**src/rtl/btn_debounce_ctrl_pkg.sv**
```systemverilog
// Shared constants for the push-button debounce controller: FSM state
// encodings and default timing values (50 MHz system clock).
package btn_debounce_ctrl_pkg;

  // FSM state encodings (2-bit, legacy-compatible constants)
  localparam logic [1:0] ST_IDLE         = 2'd0;
  localparam logic [1:0] ST_PRESSED      = 2'd1;
  localparam logic [1:0] ST_RELEASE_WAIT = 2'd2;

  // 20 ms debounce window and 1 s long-press window at 50 MHz
  localparam int DB_COUNT_DEF   = 1000000;
  localparam int LONG_COUNT_DEF = 50000000;
  localparam int CNT_W_DEF      = 21;

endpackage

```
**src/rtl/btn_debounce_ctrl_debounce.sv**
```systemverilog
// debounce_cell: 2-flop synchronizer followed by a stability counter.
// 'change' is high in the cycle before 'stable' takes the new level, so a
// consumer can register an event on the same edge that 'stable' moves.
module debounce_cell
  import btn_debounce_ctrl_pkg::*;
#(
  parameter int DB_COUNT = DB_COUNT_DEF,
  parameter int CNT_W    = CNT_W_DEF
) (
  input  logic clk,
  input  logic reset,
  input  logic din,
  output logic stable,
  output logic change
);

  localparam logic [CNT_W-1:0] DB_LAST = CNT_W'(DB_COUNT - 1);

  logic             sync1;
  logic             sync2;
  logic [CNT_W-1:0] cnt;

  // Synchronized input has differed from 'stable' for DB_COUNT cycles
  assign change = (sync2 != stable) && (cnt == DB_LAST);

  // Synchronize the raw input and count consecutive cycles of disagreement
  always_ff @(posedge clk) begin
    // NOTE: sequential state uses non-blocking assignments only, so every
    // flop samples the pre-edge value of the others (sync1 -> sync2 chain).
    if (reset) begin
      // NOTE: the synchronizer flops are cleared too, so a count in flight
      // at reset is fully discarded and a held button is re-debounced.
      sync1  <= 1'b0;
      sync2  <= 1'b0;
      stable <= 1'b0;
      cnt    <= '0;
    end else begin
      sync1 <= din;
      sync2 <= sync1;
      if (sync2 == stable) begin
        cnt <= '0;
      end else if (change) begin
        stable <= sync2;
        cnt    <= '0;
      end else begin
        cnt <= cnt + 1'b1;
      end
    end
  end

endmodule

```
**src/rtl/btn_debounce_ctrl.sv**
```systemverilog
// btn_debounce_ctrl: debounced push-button with press strobe, mode toggle
// ('check') and switch capture. Optional long-press detection is enabled
// by defining BTN_LONG_PRESS_EN; without it long_pulse is tied low and no
// hold counter exists.
module btn_debounce_ctrl
  import btn_debounce_ctrl_pkg::*;
#(
  parameter int DB_COUNT   = DB_COUNT_DEF,
  parameter int CNT_W      = CNT_W_DEF,
  parameter int LONG_COUNT = LONG_COUNT_DEF
) (
  input  logic       clk,
  input  logic       reset,
  input  logic       btn_in,
  input  logic [7:0] sw_in,
  output logic       check,
  output logic       press_pulse,
  output logic [7:0] sw_val,
  output logic       btn_stable,
  output logic       long_pulse
);

  // Reject degenerate timing at elaboration
  if (DB_COUNT < 1 || LONG_COUNT < 1) begin : g_param_err
    $error("btn_debounce_ctrl: DB_COUNT and LONG_COUNT must be at least 1");
  end

  logic       btn_change;
  logic [7:0] sw_s1;
  logic [7:0] sw_s2;
  logic [1:0] state;

  debounce_cell #(
    .DB_COUNT (DB_COUNT),
    .CNT_W    (CNT_W)
  ) u_btn_db (
    .clk    (clk),
    .reset  (reset),
    .din    (btn_in),
    .stable (btn_stable),
    .change (btn_change)
  );

  // Switches are level inputs sampled only at a press: synchronize, no debounce
  always_ff @(posedge clk) begin
    if (reset) begin
      sw_s1 <= 8'h00;
      sw_s2 <= 8'h00;
    end else begin
      sw_s1 <= sw_in;
      sw_s2 <= sw_s1;
    end
  end

`ifdef BTN_LONG_PRESS_EN
  localparam int HOLD_W = (CNT_W > $clog2(LONG_COUNT)) ? CNT_W : $clog2(LONG_COUNT);
  localparam logic [HOLD_W-1:0] LONG_LAST = HOLD_W'(LONG_COUNT - 1);

  logic [HOLD_W-1:0] hold_cnt;
  logic              long_done;
`else
  assign long_pulse = 1'b0;
`endif

  // Press FSM: act on the debounced edge, update check/sw_val on a press only
  always_ff @(posedge clk) begin
    if (reset) begin
      state       <= ST_IDLE;
      check       <= 1'b0;
      press_pulse <= 1'b0;
      sw_val      <= 8'h00;
`ifdef BTN_LONG_PRESS_EN
      long_pulse  <= 1'b0;
      hold_cnt    <= '0;
      long_done   <= 1'b0;
`endif
    end else begin
      press_pulse <= 1'b0;
`ifdef BTN_LONG_PRESS_EN
      long_pulse  <= 1'b0;
`endif
      case (state)
        ST_IDLE: begin
`ifdef BTN_LONG_PRESS_EN
          hold_cnt  <= '0;
          long_done <= 1'b0;
`endif
          // Rising debounced edge: btn_stable goes high on this same edge
          if (btn_change && !btn_stable) begin
            state       <= ST_PRESSED;
            press_pulse <= 1'b1;
            check       <= ~check;
            sw_val      <= sw_s2;
          end
        end
        ST_PRESSED: begin
`ifdef BTN_LONG_PRESS_EN
          // One long-press event per hold; the counter freezes afterwards
          if (!long_done) begin
            if (hold_cnt == LONG_LAST) begin
              long_pulse <= 1'b1;
              check      <= 1'b0;
              long_done  <= 1'b1;
            end else begin
              hold_cnt <= hold_cnt + 1'b1;
            end
          end
`endif
          if (btn_change && btn_stable) begin
            state <= ST_RELEASE_WAIT;
          end
        end
        ST_RELEASE_WAIT: begin
          state <= ST_IDLE;
        end
        default: begin
          state <= ST_IDLE;
        end
      endcase
    end
  end

endmodule

```
**config.mk**
```make
export PLATFORM = sky130hd
export DESIGN_NAME = btn_debounce_ctrl
export DESIGN_NICKNAME = d
export VERILOG_FILES = /design/src/rtl/btn_debounce_ctrl_pkg.sv /design/src/rtl/btn_debounce_ctrl_debounce.sv /design/src/rtl/btn_debounce_ctrl.sv
export SDC_FILE = /design/constraint.sdc
export NUM_CORES = 1
export LEC_CHECK = 0
export ABC_AREA = 1
export CAP_MARGIN = 20
export CORE_MARGIN = 2
export CORE_UTILIZATION = 60
export DETAILED_ROUTE_END_ITERATION = 8
export HOLD_SLACK_MARGIN = 0.03
export PLACE_DENSITY = 0.83
export SYNTH_ARGS = -nofsm -noshare
export SYNTH_HDL_FRONTEND = slang
export SYNTH_HIERARCHICAL = 1
export SYNTH_SLANG_ARGS = --single-unit
```
**constraint.sdc**
```tcl
create_clock -name clk -period 2.7 [get_ports clk]
set_input_delay 0.81 -clock clk [delete_from_list [all_inputs] [get_ports clk]]
set_output_delay 0.81 -clock clk [all_outputs]
set_load 0.01 [all_outputs]
```
==> reports/results.tsv, run 1 <==
stage	metric	value	unit
critical_path	path_cells	clkdlybuf4s50_1	
sta	fin_crit_sh	80.95	%
critical_path	path_buf_inv	1	
floorplan	fp.dieH	66.01	µm
floorplan	rows	22	
cells_and_area	diodes	0	
sta	rsz0062_at_grt	no	
clock_tree	clkLatencyLatePin	0.30	ns
floorplan	die-area	4357	µm²
critical_path	cpMaxStageDelayCell	clkdlybuf4s50_1	
critical_path	path_class	flop to output pin	
sta	finalSetupTns	0	ns
global_route	grt_usage	21.73	%
detailed_routing	drtAntennaViolNets	0	
sta	clock.fmax	457.5	MHz
run	max_cap_violations	0	
hold_path	holdPathStages	2	
cells_and_area	regArea	1041	µm²
clock_tree	cts_resized	0	
global_route	grt-ovfl-total	0	
detailed_routing	drc	0	
clock_tree	clkSinkCount	52	
place	io_buffer_count	21	
detailed_routing	drt-vias-per-instance	4.792	
yosys	seq_area_frac_synth	45.12	%
clock_tree	cts_tree	built	
detailed_routing	via_count	1845	
power	internal_power	1.104	mW
clock_tree	cts_htree_levels	2	
critical_path	slowest_delay	0.59	ns
clock_tree	clockBufferDepth	2	
global_route	grt_pass1_wl	7300	µm
sta	setup_violations	0	
clock_tree	cts-hold-fix-buffers	0	
yosys	syn-num-nets	326	
clock_tree	path_clk_slew	0.09	ns
place	finalWeightedCongestion	0.9029	
critical_path	crit_fanout	6	
cells_and_area	multi_input_area	1007	µm²
outcome	status	completed	
power	power_frac_clock	40.0	%
floorplan	io-pin-count	23	
power	switching_power	0.2773	mW
critical_path	cp.arrival	1.38	ns
yosys	synth_area	2307	µm²
yosys	synth_area_per_cell	7.348	µm²
yosys	synth_cell_types	28	
power	powerDensity	524.3	nW/µm²
hold_path	worstHoldPathType	flop to flop	
floorplan	floorplan.initialDensity	62.55	%
global_route	grt_pass1_vias	1672	
power	ir_worst_vdd	0.3458	mV
global_route	grt_max_degree	21	
detailed_routing	drtIter0Drc	156	
cells_and_area	syn_to_final_growth	14.21	%
critical_path	crit_cells	1	
power	p_seq_share	56.7	%
clock_tree	numCtsBuffers	5	
cells_and_area	fillers	317	
cells_and_area	nets	348	
yosys	yosysWarnings	6	
critical_path	cp_data_required_time	1.89	ns
place	dp_hpwl	2933	µm
floorplan	die_w	66.01	µm
sta	hold_viol	0	
sta	fin_worst_skew	0.008988	ns
yosys	synth_seq_cells	52	
critical_path	worstRegToRegCells	10	
place	placed_cells	377	
critical_path	end_kind	output pin	
cells_and_area	fin_cells	385	
sta	min_period	2.186	ns
cells_and_area	drive_gt1_share	11.87	%
critical_path	crit_family	buffers and inverters	
detailed_routing	routed_wl	4178	µm
detailed_routing	wire_per_inst	10.85	µm
detailed_routing	drt-pass1-iter-count	4	
floorplan	fp.coreArea	3689	µm²
power	power_frac_comb	3.3	%
power	p_leak	0.9277	nW
power	switching_share	20.07	%
sta	slew_violations	0	
clock_tree	cts-root-buf	clkbuf_8	
critical_path	critPathLaunchType	flop	
clock_tree	post_cts_buffers	0	
global_route	antenna_found_initial	0	
yosys	synthCells	314	
worst reg2reg max path: stages (launching register included):
cell and delay (ns):
dfxtp_1 0.38, ha_1 0.22, nand3_2 0.15, nor2_1 0.20, nand2_2 0.13, inv_1 0.09
inv_1 0.06, nor2_4 0.34, nand3_1 0.15, nand2_1 0.09, nor2_1 0.05
state kept, by name (all words and copies together), names as in the netlist:
signal / flops
u_btn_db/cnt: 21
sw_s1: 8
sw_s2: 8
sw_val: 8
state: 2
check: 1
press_pulse: 1
u_btn_db/stable: 1
u_btn_db/sync1: 1
u_btn_db/sync2: 1
power groups by stage:
| stage | combinational (mW) | sequential [mW] | clock [mW] |
|---|---|---|---|
| finish | 0.0460 | 0.783 | 0.553 |
| global route | 0.0526 | 0.784 | 0.592 |
| CTS | 0.0462 | 0.783 | 0.555 |
| detailed placement | 0.0461 | 0.801 | 0 |
| global placement | 0.0448 | 0.800 | 0 |
| floorplan | 0.0288 | 0.800 | 0 |
cells by family after synthesis:
logic type | Yosys count | synth area share [%]
flops | 52 | 45.12
other cells | 1 | 0.1625
simple gates | 172 | 33.30
fa+ha+maj | 1 | 0.5422
buf+inv | 57 | 11.23
xor+xnor | 9 | 3.416
compound gates | 22 | 6.237
per-stage QoR:
stage	area (µm²)	utilization [%]	hold slack, ns	total power, mW	setup slack (ns)
floorplan	2307	-	0.3883	0.8287	1.139
global placement	2514	68.15	0.3931	0.8450	0.7271
detailed placement	2514	68.15	0.3954	0.8468	0.6394
CTS	2635	71.44	0.4081	1.384	0.4981
global route	2635	71.44	0.4190	1.429	0.4303
finish	2635	71.44	0.4075	1.382	0.5144
final cells by class:
| class | count | share of cell area (%) |
|---|---|---|
| clock buffers | 6 | 3.134 |
| flip-flops and latches | 52 | 39.51 |
| multi-input cells | 205 | 38.22 |
| clock inverters | 2 | 1.472 |
| repair buffers | 22 | 8.262 |
| inverters | 50 | 7.122 |
| well taps | 48 | 2.279 |
Yosys cell counts:
cell type,number,area (µm²)
buf_2,2,10.01
nand3_1,19,95.09
inv_1,48,180.2
ha_1,1,12.51
buf_4,1,7.510
nor3_1,2,10.01
dfxtp_1,52,1041
nand2_2,4,25.02
xnor2_1,5,43.79
nor4_1,1,6.260
o21ai_0,2,10.01
buf_12,1,20.02
inv_2,1,3.750
nand2_1,57,214.0
nor2_4,4,45.04
nand4_1,2,12.51
conb_1,1,3.750
nand3_2,2,20.02
nor2_2,8,50.05
nand2_4,1,11.26
nor2_1,69,259.0
buf_6,3,33.78
a21oi_1,11,55.05
xor2_1,4,35.03
a21oi_2,9,78.83
clkinv_1,1,3.750
nand3b_1,1,7.510
or2_2,2,12.51
worst paths after layout:
path	from	end	slack (ns)
setup / recovery	u_btn_db/stable	btn_stable	0.51
hold / removal	sw_s1[3]	sw_s2[3]	0.41
setup reg to reg	u_btn_db/cnt[0]	sw_val[1]	0.73
hold reg to reg	sw_s1[3]	sw_s2[3]	0.41
cell usage in the layout (no fill, tap or decap), types with 2 or more instances in the layout:
cell / count
inv_1: 48
nand3_2: 2
nor2_2: 8
a21oi_1: 11
nor2_1: 69
o21ai_0: 2
dfxtp_1: 52
nor3_1: 2
nand3_1: 19
xnor2_1: 5
nand2_2: 4
nor2_4: 4
clkbuf_8: 6
xor2_1: 4
or2_2: 2
nand4_1: 2
a21oi_2: 9
nand2_1: 57
clkdlybuf4s50_1: 21
routing by layer:
layer / part of all wire (%) / vias up / global-route usage [%]
li1: - / 989 / -
met1: 51 / 809 / 30.44
met2: 44 / 41 / 33.46
met3: 4.0 / 6 / 4.089
met4: 1.3 / 0 / 7.908
met5: 0 / - / 0
Note: power is estimated with default switching activity, not from simulation.
==> run 2, diff against run 1 <==
--- a/config.mk
+++ b/config.mk
@@ -8,10 +8,10 @@
 export ABC_AREA = 1
 export CAP_MARGIN = 20
 export CORE_MARGIN = 2
-export CORE_UTILIZATION = 60
+export CORE_UTILIZATION = 50
 export DETAILED_ROUTE_END_ITERATION = 8
 export HOLD_SLACK_MARGIN = 0.03
-export PLACE_DENSITY = 0.83
+export PLACE_DENSITY = 0.74
 export SYNTH_ARGS = -nofsm -noshare
 export SYNTH_HDL_FRONTEND = slang
 export SYNTH_HIERARCHICAL = 1
==> constraint.sdc (replaced) <==
create_clock -name clk -period 1.9 [get_ports clk]
set_input_delay 0.57 -clock clk [delete_from_list [all_inputs] [get_ports clk]]
set_output_delay 0.57 -clock clk [all_outputs]
set_load 0.01 [all_outputs]
==> run 2 against run 1 <==
Via count down 1.1%. Final cell count up 1.6%. Core utilization down 12 points. Worst setup slack worse by 0.43 ns. Critical endpoint unchanged. Highest routed layer unchanged.
==> reports/results.tsv, run 2 (same netlist as run 1, synthesis figures left out) <==
stage	metric	value	unit	change
outcome	status	completed		
detailed_routing	drtAntennaViolNets	0		unchanged
cells_and_area	largest_register_ffs	21		unchanged
cells_and_area	drive_gt1_share	13.27	%	+1.4 points
cells_and_area	layout_commonest_cell	nor2_1		
floorplan	rows	24		+9.1%
global_route	grt_max_degree	21		unchanged
clock_tree	clkLatencyLatePin	0.30	ns	about the same
power	power_frac_clock	34.7	%	-5.3 points
critical_path	end_kind	output pin		
power	switching_share	22.24	%	+2.2 points
sta	fin_crit_sh	95.37	%	
clock_tree	numCtsBuffers	5		unchanged
global_route	antenna_found_initial	0		unchanged
critical_path	crit_fanout	6		unchanged
power	ir_worst_vdd	0.4636	mV	+34%
floorplan	die_w	71.93	µm	+9.0%
cells_and_area	layout_common_cells	nor2_1, nand2_1, dfxtp_1		
cells_and_area	regArea	1045	µm²	+0.36%
run	max_cap_violations	0		unchanged
global_route	grt_usage	17.77	%	-4.0 points
detailed_routing	drt-pass1-iter-count	4		unchanged
detailed_routing	via_count	1825		-1.1%
detailed_routing	drc	0		unchanged
critical_path	cpMaxStageDelayCell	clkdlybuf4s50_1		
critical_path	path_buf_inv	1		unchanged
sta	clock.fmax	551.9	MHz	
critical_path	slowest_delay	0.54	ns	-0.05 ns
detailed_routing	routed_wl	4005	µm	-4.1%
critical_path	crit_family	buffers and inverters		
detailed_routing	top_layer_used	met4		
clock_tree	clockBufferDepth	2		unchanged
sta	hold_viol	0		unchanged
detailed_routing	drt-met1-wl	2049	µm	-3.7%
sta	slew_violations	0		unchanged
power	powerDensity	680.1	nW/µm²	+30%
floorplan	fp.coreArea	4414	µm²	+20%
detailed_routing	dr_wl_met2	1750	µm	-4.2%
cells_and_area	fillers	401		+26%
sta	rsz0062_at_grt	no		
global_route	grt_pass1_wl	7341	µm	+0.56%
place	dp_hpwl	2943	µm	+0.35%
clock_tree	cts_htree_levels	2		unchanged
critical_path	critPathLaunchType	flop		
place	place_area	2546	µm²	+1.3%
cells_and_area	stdcell_area	2645	µm²	+0.38%
detailed_routing	drtIter0Drc	119		-24%
clock_tree	clkSinkCount	52		unchanged
floorplan	io-pin-count	23		unchanged
sta	setup_violations	0		unchanged
clock_tree	cts-root-buf	clkbuf_8		
power	p_seq_share	61.8	%	+5.1 points
power	internal_power	1.399	mW	+27%
clock_tree	path_clk_slew	0.09	ns	about the same
clock_tree	cts-hold-fix-buffers	0		unchanged
cells_and_area	diodes	0		unchanged
power	switching_power	0.4001	mW	+44%
sta	min_period	1.812	ns	
global_route	grt-ovfl-total	0		unchanged
floorplan	fp.dieH	71.93	µm	+9.0%
cells_and_area	nets	350		+0.57%
critical_path	path_cells	clkdlybuf4s50_1		
sta	finalSetupTns	0	ns	unchanged
place	finalWeightedCongestion	0.8334		-7.7%
power	p_leak	0.9208	nW	-0.74%
cells_and_area	multi_input_area	1012	µm²	+0.50%
detailed_routing	wire_per_inst	10.24	µm	-5.6%
detailed_routing	drt-vias-per-instance	4.668		-2.6%
clock_tree	post_cts_buffers	0		unchanged
cells_and_area	syn_to_final_growth	14.64	%	
critical_path	cp.arrival	1.24	ns	-0.14 ns
cells_and_area	regMostFlops	u_btn_db/cnt		
global_route	grt_pass1_vias	1681		+0.54%
critical_path	path_class	flop to output pin		
hold_path	worstHoldPathType	flop to flop		
power	power_frac_comb	3.6	%	+0.3 points
place	io_buffer_count	21		unchanged
clock_tree	cts_tree	built		
critical_path	cp_data_required_time	1.33	ns	-0.56 ns
floorplan	die-area	5174	µm²	+19%
sta	fin_worst_skew	0.004383	ns	-0.004606 ns
floorplan	floorplan.initialDensity	52.27	%	-10 points
detailed_routing	wl_met3	180	µm	+7.8%
## run 2: final cells by class
cell class	instances	share of cell area (%)
Inverter	50	7.096
Clock inverter	3	0.8042
Multi-Input combinational cell	205	38.27
Clock buffer	5	2.602
Tap cell	52	2.460
Sequential cell	52	39.50
Timing Repair Buffer	24	9.272
## run 2: worst paths after layout
kind / from / endpoint / slack (ns) / cells after the start
setup reg to reg: u_btn_db/cnt[0] / sw_val[2] / 0.21 / 11
hold reg to reg: sw_s1[6] / sw_s2[6] / 0.40 / 2
setup / recovery: u_btn_db/stable / btn_stable / 0.09 / 1
hold / removal: sw_s1[6] / sw_s2[6] / 0.40 / 2
## run 2: power by group through the flow
stage               Clock (mW)  Sequential (mW)  Combinational [mW]
global placement             0             1.14              0.0634
detailed placement           0             1.14              0.0648
floorplan                    0             1.14              0.0410
global route             0.684             1.11              0.0755
CTS                      0.651             1.11              0.0649
finish                   0.624             1.11              0.0642
## run 2: layer usage
metal | track usage [%] | vias to the layer above
met1 | 25.13 | 794
met5 | 0 | -
met3 | 5.000 | 2
met4 | 5.031 | 0
li1 | - | 994
met2 | 26.75 | 35
## run 2: repair_timing
| item | CTS | global route |
|---|---|---|
| setup endpoints to repair | 1 | 10 |
| gates resized for setup | 1 | 3 |
| cloned | 0 | 0 |
## run 2: per-stage QoR
stage	power [mW]	hold WS, ns	worst slack [ns]	cells	util (%)
after CTS	1.829	0.4088	0.02800	391	59.75
after global placement	1.201	0.3888	0.1620	383	57.68
after global routing	1.873	0.4220	0.001507	391	59.92
final	1.799	0.4016	0.08792	391	59.92
after detailed placement	1.203	0.3944	0.09645	383	57.68
after floorplan	1.178	0.3883	0.3393	314	-
==> run 3, diff against run 2 <==
--- a/config.mk
+++ b/config.mk
@@ -12,6 +12,7 @@
 export DETAILED_ROUTE_END_ITERATION = 8
 export HOLD_SLACK_MARGIN = 0.03
 export PLACE_DENSITY = 0.74
+export SLEW_MARGIN = 10
 export SYNTH_ARGS = -nofsm -noshare
 export SYNTH_HDL_FRONTEND = slang
 export SYNTH_HIERARCHICAL = 1
==> results of run 3 <==
Final layout, timing and power as in run 2 (identical DEF).
